==> src/rtl/div_unit.sv <==
// Multi-cycle radix-2 restoring divider for DIV/DIVU; one quotient bit per clock.
// Result is packed {remainder, quotient}; outputs are registered and zero unless ready_o.
module div_unit #(
   parameter int WIDTH = 32,
   parameter int CNT_W = $clog2(WIDTH + 1)
) (
   input  logic               clk,
   input  logic               rst,
   input  logic               signed_div_i,
   input  logic [WIDTH-1:0]   opdata1_i,
   input  logic [WIDTH-1:0]   opdata2_i,
   input  logic               start_i,
   input  logic               annul_i,
   output logic [2*WIDTH-1:0] result_o,
   output logic               ready_o
);

   typedef enum logic [1:0] {FREE, BYZERO, ON, END} state_t;

   state_t           state, state_nxt;
   logic [CNT_W-1:0] cnt;
   logic [WIDTH-1:0] dvd;      // remaining dividend bits, quotient bits shift in from the bottom
   logic [WIDTH-1:0] dsr;
   logic [WIDTH-1:0] rem;
   logic             sign1, sign2, sgn_mode;

   logic [WIDTH:0]   trial;
   logic [WIDTH-1:0] rem_nxt, quo_nxt, rem_fix, quo_fix;
   logic [WIDTH-1:0] abs1, abs2;
   logic             last_step, accept, div_zero;

   always_comb begin
      abs1      = (signed_div_i && opdata1_i[WIDTH-1]) ? -opdata1_i : opdata1_i;
      abs2      = (signed_div_i && opdata2_i[WIDTH-1]) ? -opdata2_i : opdata2_i;
      accept    = start_i && !annul_i;
      div_zero  = (opdata2_i == '0);
      // bit WIDTH of the trial difference acts as the borrow: set means divisor did not fit
      trial     = {rem, dvd[WIDTH-1]} - {1'b0, dsr};
      rem_nxt   = trial[WIDTH] ? {rem[WIDTH-2:0], dvd[WIDTH-1]} : trial[WIDTH-1:0];
      quo_nxt   = {dvd[WIDTH-2:0], ~trial[WIDTH]};
      quo_fix   = (sgn_mode && (sign1 ^ sign2)) ? -quo_nxt : quo_nxt;
      rem_fix   = (sgn_mode && sign1) ? -rem_nxt : rem_nxt;
      last_step = (cnt == CNT_W'(WIDTH - 1));
   end

   always_ff @(posedge clk or negedge rst) begin
      if (!rst) state <= FREE;
      else      state <= state_nxt;
   end

   always_comb begin
      state_nxt = state;
      case (state)
         FREE:    if (accept) state_nxt = div_zero ? BYZERO : ON;
         BYZERO:  state_nxt = annul_i ? FREE : END;
         ON: begin
            if (annul_i)        state_nxt = FREE;
            else if (last_step) state_nxt = END;
         end
         END:     if (annul_i || !start_i) state_nxt = FREE;
         default: state_nxt = FREE;
      endcase
   end

   always_ff @(posedge clk or negedge rst) begin
      if (!rst) begin
         cnt      <= '0;
         dvd      <= '0;
         dsr      <= '0;
         rem      <= '0;
         sign1    <= 1'b0;
         sign2    <= 1'b0;
         sgn_mode <= 1'b0;
         result_o <= '0;
         ready_o  <= 1'b0;
      end else begin
         case (state)
            FREE: begin
               result_o <= '0;
               ready_o  <= 1'b0;
               if (accept && !div_zero) begin
                  dvd      <= abs1;
                  dsr      <= abs2;
                  rem      <= '0;
                  cnt      <= '0;
                  sign1    <= signed_div_i & opdata1_i[WIDTH-1];
                  sign2    <= signed_div_i & opdata2_i[WIDTH-1];
                  sgn_mode <= signed_div_i;
               end
            end
            BYZERO: begin
               result_o <= '0;
               ready_o  <= !annul_i;
            end
            ON: begin
               if (annul_i) begin
                  result_o <= '0;
                  ready_o  <= 1'b0;
               end else begin
                  rem <= rem_nxt;
                  dvd <= quo_nxt;
                  cnt <= cnt + 1'b1;
                  if (last_step) begin
                     result_o <= {rem_fix, quo_fix};
                     ready_o  <= 1'b1;
                  end
               end
            end
            END: begin
               if (annul_i || !start_i) begin
                  result_o <= '0;
                  ready_o  <= 1'b0;
               end
            end
            default: begin
               result_o <= '0;
               ready_o  <= 1'b0;
            end
         endcase
      end
   end

endmodule
==> config.mk <==
export PLATFORM = sky130hd
export DESIGN_NAME = div_unit
export DESIGN_NICKNAME = d
export VERILOG_FILES = /design/src/rtl/div_unit.sv
export SDC_FILE = /design/constraint.sdc
export NUM_CORES = 1
export LEC_CHECK = 0
export BUFFER_PORTS_ARGS = -buffer_cell sky130_fd_sc_hd__buf_2
export CORE_AREA = 2 2 160 225
export CTS_CLUSTER_SIZE = 10
export DETAILED_ROUTE_END_ITERATION = 16
export DIE_AREA = 0 0 162 227
export PLACE_DENSITY = 0.53
export SLEW_MARGIN = 30
export SYNTH_ARGS = -nofsm -noshare
export SYNTH_HDL_FRONTEND = slang
export SYNTH_SLANG_ARGS = --single-unit
export TNS_END_PERCENT = 5
==> constraint.sdc <==
create_clock -name clk -period 4.4 [get_ports clk]
set_input_delay 0.88 -clock clk [delete_from_list [all_inputs] [get_ports clk]]
set_output_delay 0.88 -clock clk [all_outputs]
set_load 0.05 [all_outputs]
Word-level counts from Yosys, hierarchy flattened
Index checks and enable logic that the tools add are counted.

cells by class
  add/sub/neg operators = 6
  multiply operators = 0
  div/mod/pow operators = 0
  order comparisons = 0
  equality and inequality tests = 9
  shifts and indexed selects = 0
  multiplexer cells = 29
  bitwise gates (word level) = 4
  reduce and logical (&&, ||, !) cells = 18

operators with widths
  cell                   count
  $mux W32               9
  $mux W64               3
  $pmux W64 S3           1
  $neg A32 Y32           4
  $pmux W32 S2           2
  $sub A33 B32 Y33       1
  $logic_not A32 Y1      1
  $mux W2                6
  $mux W6                2
  $pmux W6 S2            1
  $ne A2 B2 Y1 const B   4
  $pmux W2 S4            1
  $add A6 B1 Y6 const B  1
  $eq A6 B5 Y1 const B   1
  $logic_and A1 B1 Y1    6
  $reduce_and A3 Y1      2
  $eq A2 B2 Y1 const B   2
  $pmux W1 S4            1
  $reduce_and A2 Y1      2
  $logic_not A1 Y1       3
  $mux W1                3
  $ne A3 B3 Y1 const B   1
  $and A1 B1 Y1          2
  $eq A2 B1 Y1 const B   1
  6 further kinds        6

storage, ports and cells
  register bits after elaboration = 172
  latch bits = 0
  memory bits (writable) = 0
  bits in read-only memories = 0
  input bits = 69
  word-level logic and storage cells = 76
  memories kept = 0

Logic depth before layout (Yosys ltp)
Gate-level depths: netlist (run 1).

  word-level depth = 7
  mapped depth = 22

Least setup slack after synthesis (run 1)
No wires, ideal clock.

  path type = flip-flop to flip-flop
  start = register dvd[31]
  end = register result_o[30]
  arrival = 4.429 ns
  required time = 4.267 ns
  slack = -0.162 ns
  cell stages (with the launch flop) = 22
  path buffers = 3
  clock period less this slack = 4.562 ns
  path through = dfrtp_1 inv_1 ha_1 fa_1 nand2b_1 a21o_2 a2111oi_4 o211a_1 o21a_1 nor2_4 inv_1 buf_6 clkbuf_1 buf_2 ha_1 nor2b_1 nand2_1 o21ai_0 o21a_1 o21ai_0 xnor2_1 o21ai_0

between the ends
  longest elaborated chain between the ends = 7

ends and longest elaborated chain
  item                    RTL line  text
  from (decl)             22        logic [WIDTH-1:0] dvd;
  from (signal assigned)  82        dvd <= abs1;
  from (signal assigned)  101       dvd <= quo_nxt;
  $sub A33 B32 Y33        38        trial = {rem, dvd[WIDTH-1]} - {1'b0, dsr};
  $not A1 Y1              40        quo_nxt = {dvd[WIDTH-2:0], ~trial[WIDTH]};
  $neg A32 Y32            41        quo_fix = (sgn_mode && (sign1 ^ sign2)) ? -quo_nxt : quo_nxt;
  $mux W32                41
  $mux W64                103       if (last_step) begin
  $mux W64                96        if (annul_i) begin
  $pmux W64 S3            77        case (state)
  to (signal assigned)    104       result_o <= {rem_fix, quo_fix};
  to (decl)               14        output logic [2*WIDTH-1:0] result_o,

No other way between the ends. The select of a mux whose other input is x is not followed.
A chain may end at the register's enable or synchronous reset.

Worst setup path in the final report (run 1)
  start = register dvd[31]
  end = register result_o[46]

between the ends
  longest elaborated chain between the ends = 7

ends and longest elaborated chain
  item              RTL line  text
  $sub A33 B32 Y33  38
  $mux W32 (*)      39        rem_nxt = trial[WIDTH] ? {rem[WIDTH-2:0], dvd[WIDTH-1]} : trial[WIDTH-1:0];
  $neg A32 Y32      42        rem_fix = (sgn_mode && sign1) ? -rem_nxt : rem_nxt;
  $mux W32 (*)      42
  $mux W64 (*)      103
  $mux W64 (*)      96
  $pmux W64 S3 (*)  77

Every way passes the cells marked *; elsewhere a longest branch is shown, timed or not. The select of a mux whose other input is x is not followed.

==> flow_metrics.py, run 1 <==
metrics = {
    "run_status": {
        "status": "completed",
    },
    "synthesis": {
        "ys_top_cells_by_count": "nand2_1, o21ai_0, dfrtp_1",
        "synth_seq_cells": 172,
        "synth_top_area_frac": 0.3586,
        "async_reset_ff_frac": 1.000,
        "yosysMostFrequentCell": "nand2_1",
        "yosys_warnings": 0,
        "synthTopCellsByArea": "dfrtp_1, o21ai_0, nand2_1, xnor2_1, a21oi_1",
        "seq_area_frac_synth": 0.3586,
        "synthFlopType": "dfrtp_1",
        "synth_edf_count": 0,
        "synth_nets": 1597,
        "synth_area_leader_cell": "dfrtp_1",
        "ys_types": 76,
        "synthCells": 1486,
        "synth.cell_area_sq_um": 12000,
        "synth.avg_cell_area_sq_um": 8.076,
    },
    "floorplanning": {
        "dieArea_sq_um": 36770,
        "die_h_um": 227,
        "die_w_um": 162,
        "initial_core_util": 0.3463,
        "io_pins": 134,
        "rows": 81,
        "fp.coreArea_sq_um": 34660,
    },
    "placement": {
        "portBuffers": 133,
        "hpwl_um": 29570,
        "dp.cells": 2043,
        "gp_congestion": 0.9141,
        "place_ws_ns": 0.08514,
    },
    "run": {
        "max-cap-violations": 0,
    },
    "setup_path": {
        "crit_path_start_kind": "register",
        "timing.rr.end": "result_o[46]",
        "rrSetupSlack_ns": 0.17,
        "end_kind": "register",
        "critPathKind": "register to register",
        "worstReg2RegStart": "dvd[31]",
        "cp_cell_sequence": "inv_1, ha_1, fa_1, nand2b_1, a21o_2, a2111oi_4, o211a_1, nor3_2, nor2_4, inv_1, buf_4, a21oi_2, ha_1, a21boi_4, buf_4, and3_4, a21oi_1, xor2_1, o31ai_1",
        "cp_top_family": "compound AO/OA/AOI/OAI gates",
        "crit_required_ns": 4.76,
        "cp_num_buf_inv": 4,
        "cp_slowest_stage_delay_ns": 0.46,
        "critical_path_arrival_ns": 4.60,
        "crit_fanout": 6,
        "reg2regPathDepth": 19,
        "critPathSlowestCell": "a2111oi_4",
    },
    "clocking": {
        "clock_sinks": 172,
        "cts_max_path_buffers": 2,
        "cts_buffers": 17,
        "cts_tree": "done",
        "clk_pin_slew_ns": 0.08,
        "cts_max_level": 4,
        "worstSkewPairLatency_ns": 0.46,
        "cts_root_buffer": "clkbuf_16",
    },
    "drt": {
        "vias": 11030,
        "postRouteAntennaNets": 0,
        "drcViolationCount": 0,
        "drt_iter0_markers": 530,
        "wire_per_inst_um": 18.30,
        "viasPerCell": 5.308,
        "wl_um": 38030,
        "firstDrtPassIters": 6,
    },
    "timing": {
        "max-slew-margin-rel": 0.4139,
        "max_freq_mhz": 236.1,
        "finClkSkew_ns": 0.01365,
        "worstMarginPinSlew_ns": 0.8791,
        "final-hold-violation-count": 0,
        "fin_crit_sh": 0.9625,
        "rsz0062_at_grt": "true",
        "setup_viol": 0,
        "finalSetupTns_ns": 0,
        "fin_crit_ns": 4.235,
        "slew_violations": 0,
        "whs_ns": 0.4661,
        "setup_ws_ns": 0.1651,
    },
    "layout": {
        "layout-drive-gt1-share": 0.1572,
        "areaGrowthSynthToFinish_pct": 16.21,
        "seqCellArea_sq_um": 4304,
        "instances_no_fill": 2078,
        "diodes": 0,
        "fill_cells": 3635,
        "num-nets-final": 1720,
        "multiInputGateArea_sq_um": 7199,
    },
    "power": {
        "vdd_drop_max_uv": 354.1,
        "power_density_nw_per_um2": 742.6,
        "leakage_nw": 6.157,
    },
    "global_route": {
        "grt_pass1_vias": 10920,
        "grt_max_degree": 85,
        "antenna_found_initial": 0,
        "grt_overflow": 0,
        "grt_pass1_wl_um": 59960,
        "track_usage": 0.2113,
    },
    "min_path": {
        "hp-class": "input port to asynchronous set/reset pin",
    },
}
[metrics by stage]
| stage | util | instance area, sq um | power [mW] |
|---|---|---|---|
| 3_5_place_dp | 0.3833 | 13290 | 8.735 |
| 5_1_grt | 0.4024 | 13950 | 11.16 |
| 4_1_cts | 0.4000 | 13860 | 10.29 |
| 3_3_place_gp | 0.3830 | 13280 | 8.706 |
| 6_report | 0.4024 | 13950 | 10.36 |
| 2_1_floorplan | - | 12010 | 6.859 |
[what timing repair did]
action | 4_1_cts | 5_1_grt
setup endpoints to repair | 0 | 35
hold buffers | 0 | 0
gates resized for setup | 0 | 17
buffers inserted | 0 | 3
[kinds of logic (layout without fill, tap and decap cells)]
| family | after synthesis | in the layout | synth area share |
|---|---|---|---|
| AO/OA/AOI/OAI | 467 | 467 | 0.2294 |
| adder cells (fa/ha/maj) | 42 | 42 | 0.04441 |
| flip-flops | 172 | 172 | 0.3586 |
| buffers and inverters | 135 | 271 | 0.04827 |
| XOR/XNOR | 135 | 135 | 0.09852 |
| AND/OR/NAND/NOR | 507 | 507 | 0.1971 |
| multiplexers | 28 | 28 | 0.02367 |
[state kept, by name (all words and copies together), names as in the netlist]
register  cells
result_o     64
dsr          32
dvd          32
rem          32
cnt           6
state         2
ready_o       1
sgn_mode      1
sign1         1
sign2         1
[power by group]
part	switching (mW)	leakage (nW)	internal, mW
clock	0.761	0.274	0.755
sequential	0.492	2.28	2.11
combinational	4.14	3.60	2.10
[how the worst max path moves through the flow]
stage / from / end / slack (ns) / cells after the start
3_3_place_gp: dvd[31] / result_o[62] / 0.20 / 18
4_1_cts: dvd[31] / result_o[62] / 0.05 / 18
3_5_place_dp: dvd[31] / result_o[46] / 0.09 / 19
6_report: dvd[31] / result_o[46] / 0.17 / 19
5_1_grt: dvd[31] / result_o[46] / -0.13 / 19
2_1_floorplan: dvd[31] / result_o[30] / 0.04 / 21
[layout make-up]
| class | instances | share of cell area |
|---|---|---|
| multi-input cells | 1179 | 0.5162 |
| flip-flops and latches | 172 | 0.3086 |
| repair buffers | 183 | 0.07778 |
| well taps | 456 | 0.04091 |
| clock buffers | 17 | 0.03050 |
| inverters | 56 | 0.01507 |
| clock inverters | 15 | 0.01094 |
[per-layer routing]
metal / track usage / vias to the layer above / share of wire
met1: 0.2310 / 5252 / 0.39
met4: 0.1179 / 0 / 0.055
met5: 0 / - / 0
li1: - / 5481 / -
met3: 0.02733 / 85 / 0.024
met2: 0.3930 / 213 / 0.53
[cell usage in the layout, fill, tap and decap left out, drive strengths merged, types with 40 or more instances in the layout]
master	instances
buf	183
dfrtp	172
xor2	67
nand2	233
nor3	40
nor2	103
ha	41
xnor2	68
o21ai	224
inv	64
a21oi	120
No activity file was read; power rests on OpenSTA's default activity.
==> run 2, diff against run 1 <==
- BUFFER_PORTS_ARGS: -buffer_cell sky130_fd_sc_hd__buf_2 -> -buffer_cell sky130_fd_sc_hd__buf_4
==> flow_metrics.py, run 2 (synthesis gave the netlist of run 1 again) <==
metrics = {
    "layout": {
        "post-route-cell-area_sq_um": 14310,
        "fill_cells": 3602,
        "postLayoutCoreUtil": 0.4127,
        "layout-drive-gt1-share": 0.1585,
        "num-nets-final": 1727,
        "instances_no_fill": 2084,
        "diodes": 0,
        "largest_register_ffs": 64,
        "multiInputGateArea_sq_um": 7162,
        "mostFrequentLayoutCells": "nand2_1, o21ai_0, buf_4, dfrtp_1, a21oi_1",
        "areaGrowthSynthToFinish_pct": 19.19,
        "seqCellArea_sq_um": 4304,
        "top_register": "result_o",
        "layout_commonest_cell": "nand2_1",
    },
    "setup_path": {
        "crit_required_ns": 4.71,
        "end_kind": "register",
        "crit_path_start_kind": "register",
        "crit_fanout": 8,
        "cp_cell_sequence": "ha_1, nor2_1, a211oi_2, buf_4, o211a_1, or3_1, a222oi_1, buf_4, o2111ai_1, o41ai_4, nand3_2, o41ai_2, xor2_1, o21ai_1",
        "critPathSlowestCell": "a222oi_1",
        "critPathKind": "register to register",
        "cpMostUsedCell": "buf_4",
        "cp_slowest_stage_delay_ns": 0.51,
        "rrSetupSlack_ns": 0.21,
        "critical_path_arrival_ns": 4.50,
    },
    "power": {
        "power_density_nw_per_um2": 736.2,
        "vdd_drop_max_uv": 351.4,
        "leakage_nw": 6.248,
        "power_mw": 10.53,
    },
    "global_route": {
        "grt_overflow": 0,
        "track_usage": 0.2181,
        "grt_pass1_wl_um": 62400,
        "grt_max_degree": 79,
        "antenna_found_initial": 0,
        "grt_pass1_vias": 11490,
    },
    "floorplanning": {
        "io_pins": 134,
        "fp.coreArea_sq_um": 34660,
        "die_h_um": 227,
        "die_w_um": 162,
        "rows": 81,
        "dieArea_sq_um": 36770,
        "initial_core_util": 0.3463,
    },
    "timing": {
        "finClkSkew_ns": 0.01877,
        "worstMarginPinSlew_ns": 0.8385,
        "max-slew-margin-rel": 0.4410,
        "setup_viol": 0,
        "whs_ns": 0.4611,
        "final-hold-violation-count": 0,
        "fin_crit_sh": 0.9518,
        "rsz0062_at_grt": "true",
        "slew_violations": 0,
        "fin_crit_ns": 4.188,
        "max_freq_mhz": 238.8,
        "finalSetupTns_ns": 0,
        "setup_ws_ns": 0.2120,
    },
    "drt": {
        "firstDrtPassIters": 5,
        "viasPerCell": 5.361,
        "drcViolationCount": 0,
        "postRouteAntennaNets": 0,
        "drt_iter0_markers": 599,
        "wl_um": 38930,
        "wire_per_inst_um": 18.68,
        "vias": 11170,
    },
    "run": {
        "max-cap-violations": 0,
    },
    "run_status": {
        "status": "completed",
    },
    "clocking": {
        "clk_pin_slew_ns": 0.07,
        "cts_tree": "done",
        "clock_sinks": 172,
        "cts_root_buffer": "clkbuf_16",
        "cts_buffers": 17,
        "cts_max_level": 4,
        "cts_max_path_buffers": 2,
        "worstSkewPairLatency_ns": 0.46,
    },
    "placement": {
        "portBuffers": 133,
        "hpwl_um": 30250,
        "gp_congestion": 0.9802,
        "dpl_cell_area_sq_um": 13670,
        "place_ws_ns": 0.08843,
        "dp.cells": 2051,
    },
    "min_path": {
        "hp-class": "input port to asynchronous set/reset pin",
    },
}
==> run 2: layout make-up <==
type	count	area share
multi-input combinational	1179	0.5007
sequential	172	0.3009
timing repair buffer	190	0.1026
tap	456	0.03988
clock buffer	19	0.03166
inverter	56	0.01469
clock inverter	12	0.009621
==> run 2: timing repair <==
item | CTS | global route
resized for setup | 0 | 6
hold buffers | 0 | 0
endpoints found under the setup margin | 0 | 17
setup buffers | 0 | 2
==> run 2: worst paths after layout <==
path / from / to / depth (start not counted)
min in group clk: result_o[36] / result_o[36] / 2
min reg2reg: result_o[36] / result_o[36] / 2
max: rem[1] / result_o[63] / 14
max reg2reg: rem[1] / result_o[63] / 14
max in group asynchronous: rst / result_o[45] / 2
min: rst / dsr[9] / 1
==> run 2: critical path, delay by kind of cell (launching register included) <==
| family | cells | cell delay, ns |
|---|---|---|
| compound gates | 7 | 1.86 |
| flops | 1 | 0.49 |
| buf+inv | 2 | 0.40 |
| simple gates | 3 | 0.75 |
| fa+ha+maj | 1 | 0.36 |
| xor+xnor | 1 | 0.18 |
==> run 2: power breakdown <==
part           switching [mW]  internal [mW]
registers               0.481           2.11
clock network           0.686          0.868
logic                    4.15           2.24
==> run 2: metal layers <==
layer  part of all wire  track usage  vias to the layer above
met1               0.38       0.2341                     5357
met5                  0            0                        -
met4              0.052       0.1222                        0
li1                   -            -                     5482
met2               0.54       0.4108                      239
met3              0.030      0.02806                       94
